==> src/rtl/mul_tile_scheduler.sv <==
// Iterative unsigned multiplier controller: walks every digit pair of two WIDTH-bit
// operands through one shared external 3x3 tile and accumulates the shifted partial products.
module mul_tile_scheduler #(
  parameter int WIDTH = 12  // must be a multiple of 3
) (
  input  logic                 clk,
  input  logic                 rst,
  input  logic                 in_valid,
  output logic                 in_ready,
  input  logic [WIDTH-1:0]     in_a,
  input  logic [WIDTH-1:0]     in_b,
  output logic                 out_valid,
  input  logic                 out_ready,
  output logic [2*WIDTH-1:0]   out_product,
  output logic                 busy,
  output logic [2:0]           tile_a,
  output logic [2:0]           tile_b,
  output logic                 tile_en,
  input  logic [5:0]           tile_c
);

  localparam int DIGITS = WIDTH / 3;
  localparam int IDXW   = (DIGITS > 1) ? $clog2(DIGITS) : 1;
  localparam int PW     = 2 * WIDTH;
  localparam int SHW    = $clog2(6 * DIGITS);
  localparam logic [IDXW-1:0] LAST_IDX = IDXW'(DIGITS - 1);

  // Handshakes: a transfer happens on a rising edge where valid and ready are both high;
  // valid never depends on ready, and payloads are held stable while valid waits for ready.
  typedef enum logic [1:0] {
    S_IDLE = 2'd0,
    S_RUN  = 2'd1,
    S_DONE = 2'd2
  } state_e;

  state_e            state_q, state_d;
  logic              out_valid_q, out_valid_d;
  logic [WIDTH-1:0]  a_q, a_d;
  logic [WIDTH-1:0]  b_q, b_d;
  logic [PW-1:0]     acc_q, acc_d;
  logic [IDXW-1:0]   i_q, i_d;
  logic [IDXW-1:0]   j_q, j_d;
  logic [2:0]        hold_a_q, hold_a_d;
  logic [2:0]        hold_b_q, hold_b_d;

  logic [2:0]        a_dig [DIGITS];
  logic [2:0]        b_dig [DIGITS];
  logic [2:0]        da, db;
  logic              gate;
  logic [SHW-1:0]    shamt;
  logic [PW-1:0]     pp;

  for (genvar g = 0; g < DIGITS; g++) begin : g_digits
    assign a_dig[g] = a_q[3*g +: 3];
    assign b_dig[g] = b_q[3*g +: 3];
  end

  always_comb begin
    state_d     = state_q;
    out_valid_d = out_valid_q;
    a_d         = a_q;
    b_d         = b_q;
    acc_d       = acc_q;
    i_d         = i_q;
    j_d         = j_q;

    da    = a_dig[i_q];
    db    = b_dig[j_q];
    gate  = (state_q == S_RUN) && (da != 3'd0) && (db != 3'd0);
    shamt = SHW'(3 * (int'(i_q) + int'(j_q)));
    pp    = PW'(tile_c) << shamt;

    // Gated pairs leave the tile inputs parked on their last values so the tile sees no toggles.
    tile_en  = gate;
    tile_a   = gate ? da : hold_a_q;
    tile_b   = gate ? db : hold_b_q;
    hold_a_d = tile_a;
    hold_b_d = tile_b;

    case (state_q)
      S_IDLE: begin
        if (in_valid) begin
          a_d   = in_a;
          b_d   = in_b;
          acc_d = '0;
          i_d   = '0;
          j_d   = '0;
          state_d = ((in_a == '0) || (in_b == '0)) ? S_DONE : S_RUN;
        end
      end
      S_RUN: begin
        if (gate) begin
          acc_d = acc_q + pp;
        end
        if (j_q == LAST_IDX) begin
          j_d = '0;
          if (i_q == LAST_IDX) begin
            i_d     = '0;
            state_d = S_DONE;
          end else begin
            i_d = i_q + 1'b1;
          end
        end else begin
          j_d = j_q + 1'b1;
        end
      end
      S_DONE: begin
        // First DONE cycle registers out_valid; the handshake then returns to IDLE.
        if (!out_valid_q) begin
          out_valid_d = 1'b1;
        end else if (out_ready) begin
          out_valid_d = 1'b0;
          state_d     = S_IDLE;
        end
      end
      default: begin
        state_d     = S_IDLE;
        out_valid_d = 1'b0;
      end
    endcase
  end

  always_ff @(posedge clk or posedge rst) begin
    if (rst) begin
      state_q     <= S_IDLE;
      out_valid_q <= 1'b0;
      a_q         <= '0;
      b_q         <= '0;
      acc_q       <= '0;
      i_q         <= '0;
      j_q         <= '0;
      hold_a_q    <= '0;
      hold_b_q    <= '0;
    end else begin
      state_q     <= state_d;
      out_valid_q <= out_valid_d;
      a_q         <= a_d;
      b_q         <= b_d;
      acc_q       <= acc_d;
      i_q         <= i_d;
      j_q         <= j_d;
      hold_a_q    <= hold_a_d;
      hold_b_q    <= hold_b_d;
    end
  end

  assign in_ready    = (state_q == S_IDLE);
  assign busy        = (state_q != S_IDLE);
  assign out_valid   = out_valid_q;
  assign out_product = acc_q;

endmodule

==> config.mk <==
export PLATFORM = sky130hd
export DESIGN_NAME = mul_tile_scheduler
export DESIGN_NICKNAME = d
export VERILOG_FILES = /design/src/rtl/mul_tile_scheduler.sv
export SDC_FILE = /design/constraint.sdc
export NUM_CORES = 1
export LEC_CHECK = 0
export CAP_MARGIN = 15
export CORE_MARGIN = 2
export CORE_UTILIZATION = 33
export DETAILED_ROUTE_END_ITERATION = 10
export PLACE_DENSITY = 0.51
export SLEW_MARGIN = 20
export SYNTH_ARGS = -nofsm -noshare
export SYNTH_HDL_FRONTEND = slang
export SYNTH_SLANG_ARGS = --single-unit
==> constraint.sdc <==
create_clock -name clk -period 5.3 [get_ports clk]
set_input_delay 1.06 -clock clk [delete_from_list [all_inputs] [get_ports clk]]
set_output_delay 1.06 -clock clk [all_outputs]
set_load 0.1 [all_outputs]
# --- Yosys cells after proc, flatten, opt, wreduce, memory -nomap -nowiden ---
# Index checks and enable logic that the tools add are counted.
op_classes:
  addsub: 4
  mul: 1
  order_cmp: 2
  n_eq_ne: 10
  shift: 1
  muxes: 27
  bitwise: 2
  n_reduce_logical: 16
op_table:
  columns: ["operator", "count"]
  rows:
  - ["24-bit two-way mux", 2]
  - ["24-bit case mux with 2 select lines", 1]
  - ["24-bit adder", 1]
  - ["12-bit zero test", 2]
  - ["6-bit by 5-bit << shifter with 24-bit output", 1]
  - ["2-bit two-way mux", 10]
  - ["3-bit two-way mux", 6]
  - ["3-bit binary-select mux with 2-bit select", 2]
  - ["2-bit != test, second input constant", 4]
  - ["2-bit case mux with 2 select lines", 2]
  - ["2-bit == test, second input constant", 3]
  - ["3-bit greater-or-equal comparator, second input constant", 2]
  - ["2-bit inverter with 3-bit output", 2]
  - ["2-bit case mux with 3 select lines", 1]
  - ["3-bit AND reduction", 2]
  - ["3-bit nonzero test", 2]
  - ["2-bit by 3-bit multiplier with 5-bit output, first input constant", 1]
  - ["5-bit AND reduction", 1]
  - ["2-bit by 1-bit adder with 2-bit output, second input constant", 2]
  - ["2-bit by 1-bit != test with 1-bit output, second input constant", 2]
  - ["2-bit AND reduction", 2]
  - ["2-bit nonzero test", 2]
  - ["2-bit by 2-bit adder with 3-bit output", 1]
  - ["2-bit by 1-bit == test with 1-bit output, second input constant", 1]
  - ["other kinds (6)", 8]
word_totals:
  register_bits: 61
  input_bits: 34
  output_inout_bits: 34
  word_cells: 72

# --- Depth between registers and ports, before layout ---
logic_depth:
  word_depth: 9
  depth_mapped: 21
  ltp_nobuf: 20

# --- Least setup slack after synthesis ---
# OpenSTA, ideal clock, no wires.
synth_timing:
  kind: "register -> register"
  startpoint: "register i_q[0]"
  endpoint: "register acc_q[23], in the netlist out_product[23]"
  arrival_time_ns: 4.506
  setup_slack_ns: 0.702
  stages_incl_launch_ff: 21
  path_buffers: 2
  cell_sequence: "dfrtp_1 ha_1 inv_1 fa_1 inv_1 ha_1 clkbuf_1 mux2_2 nor2_1 a21oi_1 a22oi_1 nand2_1 and3_1 ha_1 clkbuf_1 nand3_1 or3_1 o311ai_1 a41oi_1 mux2i_1 mux2i_1"
synth_via:
  elab_chain_cells: 9
  elab_cells_between_ends: 15
  classes_between: "add/sub (2); mul (1); eq/ne (1); shift (1); mux (5); bitwise (1); reduce/logical (4)"
synth_lines:
  columns: ["item", "line_no", "source"]
  rows:
  - ["start, declared", "41", "logic [IDXW-1:0] i_q, i_d;"]
  - ["start signal, assigned", "140", "i_q <= i_d;"]
  - ["parallel branches: the longest is 9 deep, another holds 24-bit adder", null, null]
  - ["end signal, assigned", "129", "acc_q <= '0;"]
  - ["end signal, assigned", "139", "acc_q <= acc_d;"]
  - ["end, declared", "40", "logic [PW-1:0] acc_q, acc_d;"]
# Several ways; the timed one is not identified. The select of a mux whose other input is x is not followed.
# A chain may end at the register's enable or synchronous reset.

# --- Worst setup path in the final report ---
layout_timing:
  startpoint: "register i_q[0]"
  endpoint: "register acc_q[20], in the netlist out_product[20]"
# Same word-level chain as after synthesis.

==> flow_summary.json <==
{
  "outcome": "complete, no violations",
  "port_buffers": 67,
  "postSynth.asyncResetShare_pct": 100,
  "maxSlewViolCount": 0,
  "timing.critical_path.cells": "ha_1, inv_1, fa_1, inv_1, ha_1, inv_1, fa_2, inv_1, nor2_2, nand2_1, nor2_1, ha_1, fa_1, a211oi_1, nor2_1, o31ai_1, buf_4, o211ai_1, a21oi_1, xor2_1, o21ai_0",
  "clock_tree.root_cell": "sky130_fd_sc_hd__clkbuf_16",
  "final_cell_mix": "60 x sky130_fd_sc_hd__dfrtp_1, 60 x sky130_fd_sc_hd__clkdlybuf4s50_1, 58 x sky130_fd_sc_hd__nand2_1",
  "finalSetupViolCount": 0,
  "drive_gt1_share_pct": 16.1,
  "yosysUniqueCellTypes": 59,
  "netlist_area_sq_um": 4390,
  "finalWirelength_um": 12400,
  "starting_density_of_the_core_pct": 33.5,
  "dominant_combinational_cell_family_by_area_after_synthesis": "compound AO/OA/AOI/OAI gates",
  "synthCells": 479,
  "worst_ep_required_time_ns": 5.51,
  "core_area_sq_um": 13100,
  "timing.fmax_mhz": 205,
  "fin_crit_sh_pct": 92.0,
  "synth_mux_area_share_pct": 12.1,
  "globalRouteOverflowTotal": 0,
  "yosys_register_bits": 61,
  "cts_tree": "built",
  "area_delta_synth_final_pct": 28.3,
  "gp_congestion": 0.943,
  "synth-seq-area-share_pct": 34.8,
  "post_synth_xor_area_fraction_pct": 3.39,
  "route.vias.total": 3888,
  "worstSetupPathType": "reg -> reg",
  "wl_per_cell_um": 16.8,
  "first_drt_iteration_drcs": 182,
  "die-height_um": 119,
  "cp_common_cell": "sky130_fd_sc_hd__inv_1",
  "tightestPinTransition_ns": 0.982,
  "tns_ns": 0,
  "worst_ep_arrival_ns": 5.08,
  "holdCritPathClass": "reg -> reg",
  "drc_violations": 0,
  "synth_top_cell_by_area": "sky130_fd_sc_hd__dfrtp_1",
  "clock_latency_ns": 0.34,
  "yosys-top-cells-area": "sky130_fd_sc_hd__dfrtp_1 35%, sky130_fd_sc_hd__ha_1 8.3%, sky130_fd_sc_hd__mux2_2 7.2%, sky130_fd_sc_hd__nand2_1 5.0%, sky130_fd_sc_hd__nor2_1 3.7%",
  "drtAntennaViolNets": 0,
  "final.fill_count": 1283,
  "htree_levels": 3,
  "post_route_clock_skew_ns": 0.00612,
  "drt_pre_antenna_iters": 4,
  "synth_edf_count": 0,
  "hold_viol": 0,
  "path_clk_slew_ns": 0.06,
  "worst_setup_path_end_kind": "flip-flop",
  "worst_slew_margin_rel_pct": 34.4,
  "cp_slowest_cell": "sky130_fd_sc_hd__fa_1",
  "antenna_cells": 0,
  "finalNetCount": 619,
  "synth.top_cell.area_share_pct": 34.8,
  "path_delay_family": "adder cells",
  "grt_use_total_pct": 18.3,
  "synth_compound_area_share_pct": 19.3,
  "die_width_um": 119,
  "max-cap-violations": 0,
  "critPathBufInv": 5,
  "synth_area_per_cell_sq_um": 9.16,
  "grt_start_max_net_pins": 62,
  "hpwlAfterDp_um": 9430,
  "path_max_fanout": 8,
  "number_of_vias_per_cell": 5.30,
  "clock_sink_count": 61,
  "ctsLongestPathBuffers": 2,
  "synth_adder_area_share_pct": 9.64,
  "postSynthNetCount": 545,
  "cp_slowest_stage_delay_ns": 0.56,
  "yosys_warnings": 0,
  "antenna_found_initial": 0,
  "unrepaired_setup_endpoints_after_global_routing": "no",
  "design.die.area_sq_um": 14200,
  "num_io_pins": 68,
  "prevailing_post_synth_register_cell": "sky130_fd_sc_hd__dfrtp_1",
  "post-route-min-period_ns": 4.87,
  "crit_path_start_kind": "flip-flop",
  "grt_first_pass_wirelength_um": 20200,
  "tritoncts.num_buffers": 9,
  "std_cell_rows": 42,
  "first_global_vias": 3968,
  "synth-simple-area-share_pct": 17.0
}
[worst register-to-register path, stage by stage (launching register included)]
cell	delay, ns
sky130_fd_sc_hd__dfrtp_2	0.46
sky130_fd_sc_hd__ha_1	0.18
sky130_fd_sc_hd__inv_1	0.05
sky130_fd_sc_hd__fa_1	0.56
sky130_fd_sc_hd__inv_1	0.09
sky130_fd_sc_hd__ha_1	0.22
sky130_fd_sc_hd__inv_1	0.08
sky130_fd_sc_hd__fa_2	0.49
sky130_fd_sc_hd__inv_1	0.18
sky130_fd_sc_hd__nor2_2	0.09
sky130_fd_sc_hd__nand2_1	0.12
sky130_fd_sc_hd__nor2_1	0.06
sky130_fd_sc_hd__ha_1	0.21
sky130_fd_sc_hd__fa_1	0.44
sky130_fd_sc_hd__a211oi_1	0.23
sky130_fd_sc_hd__nor2_1	0.12
sky130_fd_sc_hd__o31ai_1	0.24
sky130_fd_sc_hd__buf_4	0.19
sky130_fd_sc_hd__o211ai_1	0.18
sky130_fd_sc_hd__a21oi_1	0.29
sky130_fd_sc_hd__xor2_1	0.18
sky130_fd_sc_hd__o21ai_0	0.09
[final timing paths]
| kind | cells past startpoint | end | slack, ns | start |
|---|---|---|---|---|
| setup / recovery | 21 | out_product[20] | 0.43 | i_q[0] |
| hold reg to reg | 1 | out_product[23] | 0.47 | out_product[23] |
| max in group asynchronous | 3 | i_q[0] | 3.43 | rst |
| min in group asynchronous | 3 | b_q[5] | 1.28 | rst |
| setup reg to reg | 21 | out_product[20] | 0.43 | i_q[0] |
| hold / removal | 1 | out_product[23] | 0.47 | out_product[23] |
[kinds of logic (layout without fill, tap and decap cells)]
group | Yosys count | in the layout
muxes | 42 | 42
DFF | 61 | 61
buffers and inverters | 37 | 116
AOI/OAI and AO/OA | 126 | 126
and+or+nand+nor | 164 | 164
xor gates and xnor gates | 17 | 17
adders and majority gates | 32 | 32
[layout make-up]
cell class / instances / area (sq um) / area share [%]
multi-input combinational: 381 / 2710 / 48.2
sequential: 61 / 1530 / 27.1
timing repair buffer: 84 / 781 / 13.9
clock buffer: 9 / 225 / 4.00
tap: 176 / 220 / 3.91
clock inverter: 7 / 97.6 / 1.73
inverter: 16 / 62.6 / 1.11
[through the flow]
step / setup slack [ns] / cell area [sq um] / hold WS (ns) / util, % / instances
6_report: 0.426 / 5630 / 0.473 / 43.0 / 734
5_1_grt: 0.0213 / 5630 / 0.511 / 43.0 / 734
4_1_cts: 0.0611 / 5600 / 0.482 / 42.8 / 733
3_5_place_dp: 0.106 / 5280 / 0.463 / 40.3 / 717
3_3_place_gp: 0.190 / 5280 / 0.471 / 40.3 / 717
2_1_floorplan: 0.702 / 4390 / 0.474 / - / 479
[cell usage after synthesis, drive strengths merged, types with 7 or more instances]
library cell   n
o31ai         11
clkbuf        15
xor2           9
a21o           8
nand3         24
dfrtp         61
nor2          44
nor3           7
xnor2          8
inv           16
mux2          28
nand2         58
ha            29
a31oi          8
o21ai         31
mux2i          8
a21oi         32
[sequential cells by signal, indices dropped and copies added, names as in the netlist]
| signal | flops |
|---|---|
| state_q | 2 |
| b_q | 12 |
| a_q | 12 |
| i_q | 2 |
| hold_a_q | 3 |
| out_valid | 1 |
| out_product | 24 |
| hold_b_q | 3 |
| j_q | 2 |
[what timing repair did]
| item | in CTS | in global routing |
|---|---|---|
| resized for setup | 0 | 6 |
| hold buffers | 0 | 0 |
| setup buffers | 0 | 1 |
| endpoints found under the setup margin | 0 | 12 |
[per-layer routing]
layer	up-vias	global-route usage, %	wire length, um
li1	1903	-	-
met1	1831	24.1	5760
met2	131	29.6	5680
met3	23	3.54	681
met4	0	7.21	239
met5	-	0	0
Power is left out: the tool's default activity adds up to more than one toggle a clock period on the data nets, which glitch-free logic cannot reach.
